File: config.mk
export PLATFORM = sky130hd
export DESIGN_NAME = regfile_write_arbiter
export DESIGN_NICKNAME = d
export VERILOG_FILES = /design/src/rtl/rf_pkg.sv /design/src/rtl/wb_hold_slot.sv /design/src/rtl/regfile_write_arbiter.sv
export SDC_FILE = /design/constraint.sdc
export NUM_CORES = 1
export LEC_CHECK = 0
export CAP_MARGIN = 20
export CORE_AREA = 10 10 111 113
export DETAILED_ROUTE_END_ITERATION = 7
export DIE_AREA = 0 0 121 123
export PLACE_DENSITY = 0.83
export SLEW_MARGIN = 25
export SYNTH_ARGS = -nofsm -noshare
export SYNTH_HDL_FRONTEND = slang
export SYNTH_SLANG_ARGS = --single-unit
File: constraint.sdc
create_clock -name clk -period 4.4 [get_ports clk]
set_input_delay 1.1 -clock clk [delete_from_list [all_inputs] [get_ports clk]]
set_output_delay 1.1 -clock clk [all_outputs]
set_load 0.03 [all_outputs]
File: src/rtl/rf_pkg.sv
// Shared definitions for the register-file write arbiter: widths, the
// hard-wired zero register and the holding-entry record type.
package rf_pkg;

    localparam int ADDR_W = 5;
    localparam int DATA_W = 32;

    // Register 0 reads as zero; writes to it are discarded.
    localparam logic [ADDR_W-1:0] ZERO_REG = 5'd0;

    // One pending writeback entry. The destination field is called reg_addr
    // because "reg" is a reserved word.
    typedef struct packed {
        logic              valid;
        logic [ADDR_W-1:0] reg_addr;
        logic [DATA_W-1:0] data;
    } wb_req_t;

endpackage

File: src/rtl/wb_hold_slot.sv
// One-entry holding register for a writeback source, with its ready logic.
// A slot can take a new request whenever it is empty or its current entry
// is being granted this cycle.
module wb_hold_slot
    import rf_pkg::*;
(
    input  logic              clk,
    input  logic              rst_n,
    input  logic              i_valid,
    input  logic [ADDR_W-1:0] i_reg,
    input  logic [DATA_W-1:0] i_data,
    input  logic              i_grant,
    output logic              o_ready,
    output logic              o_accept,
    output wb_req_t           o_pend
);

    wb_req_t r_pend;
    logic    w_ready;
    logic    w_accept;

    assign w_ready  = !r_pend.valid || i_grant;
    assign w_accept = i_valid && w_ready;

    assign o_ready  = w_ready;
    assign o_accept = w_accept;
    assign o_pend   = r_pend;

    // Capture accepted requests (register 0 is accepted but never marked valid); drop the entry once granted
    always_ff @(posedge clk or negedge rst_n) begin
        if (!rst_n) begin
            r_pend <= '0;
        end else if (w_accept) begin
            r_pend.valid    <= (i_reg != ZERO_REG);
            r_pend.reg_addr <= i_reg;
            r_pend.data     <= i_data;
        end else if (i_grant) begin
            r_pend.valid <= 1'b0;
        end else begin
            r_pend <= r_pend;
        end
    end

endmodule

File: src/rtl/regfile_write_arbiter.sv
// Shares the register file's single write port between the ALU (port 0) and
// load (port 1) writeback paths. Round-robin between different destinations,
// oldest-first for the same destination, registered write outputs and
// combinational read-hazard flags for decode.
module regfile_write_arbiter #(
    parameter int ADDR_W = rf_pkg::ADDR_W,
    parameter int DATA_W = rf_pkg::DATA_W
) (
    input  logic              clk,
    input  logic              rst_n,
    input  logic              wb0_valid,
    input  logic [ADDR_W-1:0] wb0_reg,
    input  logic [DATA_W-1:0] wb0_data,
    output logic              wb0_ready,
    input  logic              wb1_valid,
    input  logic [ADDR_W-1:0] wb1_reg,
    input  logic [DATA_W-1:0] wb1_data,
    output logic              wb1_ready,
    output logic              rf_we,
    output logic [ADDR_W-1:0] rf_wreg,
    output logic [DATA_W-1:0] rf_wdata,
    input  logic [ADDR_W-1:0] rd_reg1,
    input  logic [ADDR_W-1:0] rd_reg2,
    output logic              hazard1,
    output logic              hazard2
);

    import rf_pkg::*;

    wb_req_t           w_pend0;
    wb_req_t           w_pend1;
    logic              w_acc0;
    logic              w_acc1;
    logic              w_grant0;
    logic              w_grant1;
    logic              w_same;

    logic              r_rr_ptr;
    logic              r_older1;
    logic              r_we;
    logic [ADDR_W-1:0] r_wreg;
    logic [DATA_W-1:0] r_wdata;

    // True when rd names a register with a write still queued or in flight.
    function automatic logic rd_hazard(
        input logic [ADDR_W-1:0] rd,
        input wb_req_t           p0,
        input wb_req_t           p1,
        input logic              we,
        input logic [ADDR_W-1:0] wreg
    );
        return (rd != ZERO_REG) &&
               ((p0.valid && (p0.reg_addr == rd)) ||
                (p1.valid && (p1.reg_addr == rd)) ||
                (we && (wreg == rd)));
    endfunction

    wb_hold_slot u_slot0 (
        .clk      (clk),
        .rst_n    (rst_n),
        .i_valid  (wb0_valid),
        .i_reg    (wb0_reg),
        .i_data   (wb0_data),
        .i_grant  (w_grant0),
        .o_ready  (wb0_ready),
        .o_accept (w_acc0),
        .o_pend   (w_pend0)
    );

    wb_hold_slot u_slot1 (
        .clk      (clk),
        .rst_n    (rst_n),
        .i_valid  (wb1_valid),
        .i_reg    (wb1_reg),
        .i_data   (wb1_data),
        .i_grant  (w_grant1),
        .o_ready  (wb1_ready),
        .o_accept (w_acc1),
        .o_pend   (w_pend1)
    );

    // Pick the entry to write: the only one pending, else oldest on a shared destination, else round-robin
    always_comb begin
        w_same   = w_pend0.valid && w_pend1.valid &&
                   (w_pend0.reg_addr == w_pend1.reg_addr);
        w_grant0 = 1'b0;
        w_grant1 = 1'b0;
        if (w_pend0.valid && w_pend1.valid) begin
            if (w_same) begin
                w_grant0 = !r_older1;
                w_grant1 = r_older1;
            end else begin
                w_grant0 = !r_rr_ptr;
                w_grant1 = r_rr_ptr;
            end
        end else begin
            w_grant0 = w_pend0.valid;
            w_grant1 = w_pend1.valid;
        end
    end

    // Rotate priority away from the last winner and remember which pending entry arrived first
    always_ff @(posedge clk or negedge rst_n) begin
        if (!rst_n) begin
            r_rr_ptr <= 1'b0;
            r_older1 <= 1'b0;
        end else begin
            if (w_grant0) begin
                r_rr_ptr <= 1'b1;
            end else if (w_grant1) begin
                r_rr_ptr <= 1'b0;
            end else begin
                r_rr_ptr <= r_rr_ptr;
            end

            if (w_acc0 && w_acc1) begin
                r_older1 <= 1'b0;
            end else if (w_acc0 && w_pend1.valid && !w_grant1) begin
                r_older1 <= 1'b1;
            end else if (w_acc1 && w_pend0.valid && !w_grant0) begin
                r_older1 <= 1'b0;
            end else begin
                r_older1 <= r_older1;
            end
        end
    end

    // Present the granted entry to the register file for exactly one cycle
    always_ff @(posedge clk or negedge rst_n) begin
        if (!rst_n) begin
            r_we    <= 1'b0;
            r_wreg  <= '0;
            r_wdata <= '0;
        end else if (w_grant0) begin
            r_we    <= 1'b1;
            r_wreg  <= w_pend0.reg_addr;
            r_wdata <= w_pend0.data;
        end else if (w_grant1) begin
            r_we    <= 1'b1;
            r_wreg  <= w_pend1.reg_addr;
            r_wdata <= w_pend1.data;
        end else begin
            r_we    <= 1'b0;
            r_wreg  <= r_wreg;
            r_wdata <= r_wdata;
        end
    end

    assign rf_we    = r_we;
    assign rf_wreg  = r_wreg;
    assign rf_wdata = r_wdata;

    assign hazard1  = rd_hazard(rd_reg1, w_pend0, w_pend1, r_we, r_wreg);
    assign hazard2  = rd_hazard(rd_reg2, w_pend0, w_pend1, r_we, r_wreg);

endmodule

==> flow_summary.toml <==
[status]
outcome = "completed"

[clock_tree]
cts_buffers = 17
clkSinkCount = 116
cts_tree = "yes"
cts_root_buffer = "clkbuf_8"
clock_path_buffers = 2
htree_levels = 4
post_cts_buffers = 0
cts_hold_buf = 0
clkTransAtPathRegs_ns = 0.05
cts_resized = 0
clk_latency_ns = 0.50

[synth]
synth_area_per_cell_sq_um = 12.73
synthArstFlopShare_pct = 100.0
ys_seq_area_share_pct = 55.64
netlist_top_cells_count = "116 x dfrtp_1, 70 x mux2_2, 44 x nand2_1"
synthTopCellsByArea = "dfrtp_1 56%, mux2_2 15%, mux2i_1 6.9%"
synth.most_common_cell = "dfrtp_1"
synthesis.area_sq_mm = 0.005218
synth_top_area_cell = "dfrtp_1"
synth.distinct_cells = 35
synth_edf_count = 0
synth_fp_nets = 498
synth_ff_type = "dfrtp_1"
post-synth-top-area-fraction_pct = 55.64
synthCells = 410
ys_seq_elements = 116
yosysWarnings = 0

[sta]
tightest_slew_ns = 0.7839
relSlewSlack_pct = 47.74
tns_ns = 0
setup_slack_ns = 0.1868
finalCritPeriodShare_pct = 95.75
rsz0062_at_grt = "false"
fin_skew_ns = 0.01061
setup_viol = 0
drv_slew = 0
finalHoldViolations = 0
fmax_mhz = 237.4
fin_crit_ns = 4.213

[final_layout]
layout.nets = 634
drive_gt1_share_pct = 20.25
num-fill-cells = 732
area_growth_pct = 37.24
antenna_cells = 0

[route]
via_count = 3740
viasPerCell = 5.389
drtPass1Iterations = 4
ant_nets = 0
wl_per_cell_um = 19.20
drtIter0Drc = 142
drc = 0
wl_mm = 13.33

[placed_design]
dpl.hpwl_mm = 9.323
io_buffer_count = 129
gp_congestion = 0.8503
dp_slack_ns = 0.2047

[worst_setup_path]
startpoint_type = "input port"
cp_max_fo = 4
crit_arrival_ns = 3.11
critPathKind = "in2out"
crit_path_end_kind = "output pin"
worstPathRequired_ns = 3.30

[grt]
track_usage_pct = 18.09
grt_max_degree = 89
overflow = 0
grt_pass1_wl_mm = 21.47
antenna_found_initial = 0
grt_pass1_vias = 4164

[floorplan]
die_height_um = 123
core-area_sq_mm = 0.01014
rows = 37
die_area_sq_mm = 0.01488
initial_core_util_pct = 51.46
ioPinCount = 130
fp.dieW_um = 121

[pwr]
peakVddDrop_mv = 0.3979
p_leak_nw = 3.049
power.density_mw_per_mm2 = 681.0

[hold_path]
hp-class = "reg2reg"

[job]
maxCapViolCount = 0
[state kept, by name, indices dropped and copies added (netlist names)]
signal	cells
u_slot0.o_pend	38
u_slot1.o_pend	38
rf_wdata	32
rf_wreg	5
r_older1	1
r_rr_ptr	1
rf_we	1
[through the flow]
stage / cells / utilization [%] / power [mW] / hold slack [ns] / cell area [sq um]
2_1_floorplan: 410 / - / 2.876 / 0.4444 / 5218
3_5_place_dp: 663 / 65.14 / 3.614 / 0.4604 / 6604
6_report: 694 / 70.63 / 4.876 / 0.4750 / 7161
4_1_cts: 694 / 70.63 / 4.919 / 0.4748 / 7161
3_3_place_gp: 663 / 65.10 / 3.539 / 0.4545 / 6600
5_1_grt: 694 / 70.63 / 5.149 / 0.5126 / 7161
[worst max-delay path, stage by stage]
cell and delay (ns):
clkdlybuf4s50_1 0.51, xor2_1 0.19, nor4_1 0.24, and3_1 0.18
a31oi_1 0.04, a21oi_1 0.16, clkdlybuf4s50_1 0.69
[cell type report]
cell class	count	area (sq um)	share of cell area, %
clock buffers	21	449.2	6.273
clock inverters	10	107.6	1.503
inverters	4	15.01	0.2097
multi-input cells	271	2170	30.30
flip-flops and latches	116	2904	40.56
well taps	136	170.2	2.376
repair buffers	136	1345	18.78
[per-layer routing]
metal | vias up | global-route usage, % | share of wire [%]
met4 | 0 | 6.259 | 1.1
li1 | 1722 | - | -
met2 | 106 | 31.67 | 52
met3 | 13 | 5.150 | 6.1
met5 | - | 0 | 0
met1 | 1899 | 20.84 | 41
[kinds of logic after synthesis]
| group | after synthesis | synth area share, % |
|---|---|---|
| flip-flops | 116 | 55.64 |
| multiplexers | 110 | 22.88 |
| AND/OR/NAND/NOR | 71 | 6.259 |
| AO/OA/AOI/OAI | 55 | 6.451 |
| XOR/XNOR | 35 | 5.875 |
| buffers and inverters | 23 | 2.901 |
[cell usage in the layout (no fill, tap or decap), types with 2 or more instances in the layout]
cell             netlist  routed
a21o_1                 2       2
a21oi_1                3       3
a31oi_1                3       3
and3_1                 2       2
buf_4                  0       7
bufinv_16              0       2
clkbuf_1               5       2
clkbuf_16              0      16
clkbuf_8               0       3
clkdlybuf4s50_1        0     128
clkinv_2               0       5
clkinvlp_4             0       3
dfrtp_1              116     115
inv_1                  4       4
mux2_1                 4       4
mux2_2                70      70
mux2i_1               36      36
nand2_1               44      44
nand3_1                4       4
nand4_1                2       2
nor2_1                 4       4
nor3_1                 2       2
nor4_1                 6       6
o211ai_1               2       2
o21ai_0               39      39
or4_1                  4       4
xnor2_1               12      12
xor2_1                23      23
[report_power, final]
| part | switching (mW) | leakage [nW] | internal, mW | total, mW |
|---|---|---|---|---|
| sequential | 0.304 | 1.36 | 1.46 | 1.76 |
| combinational | 0.999 | 1.41 | 0.839 | 1.84 |
| clock | 0.453 | 0.269 | 0.826 | 1.28 |
| total | 1.75 | 3.05 | 3.12 | 4.88 |
[final timing paths]
kind                                          from           endpoint  slack (ns)  cells past startpoint
worst max register to register  u_slot0.o_pend[36]  u_slot0.o_pend[1]        1.52                      6
min in group asynchronous                    rst_n        rf_wdata[5]        0.65                      1
worst min-delay path            u_slot0.o_pend[24]       rf_wdata[24]        0.47                      2
worst max-delay path                    rd_reg2[3]            hazard2        0.19                      7
worst min register to register  u_slot0.o_pend[24]       rf_wdata[24]        0.47                      2
max in group asynchronous                    rst_n       rf_wdata[23]        2.96                      2
Power figures use the tool's default switching activity.
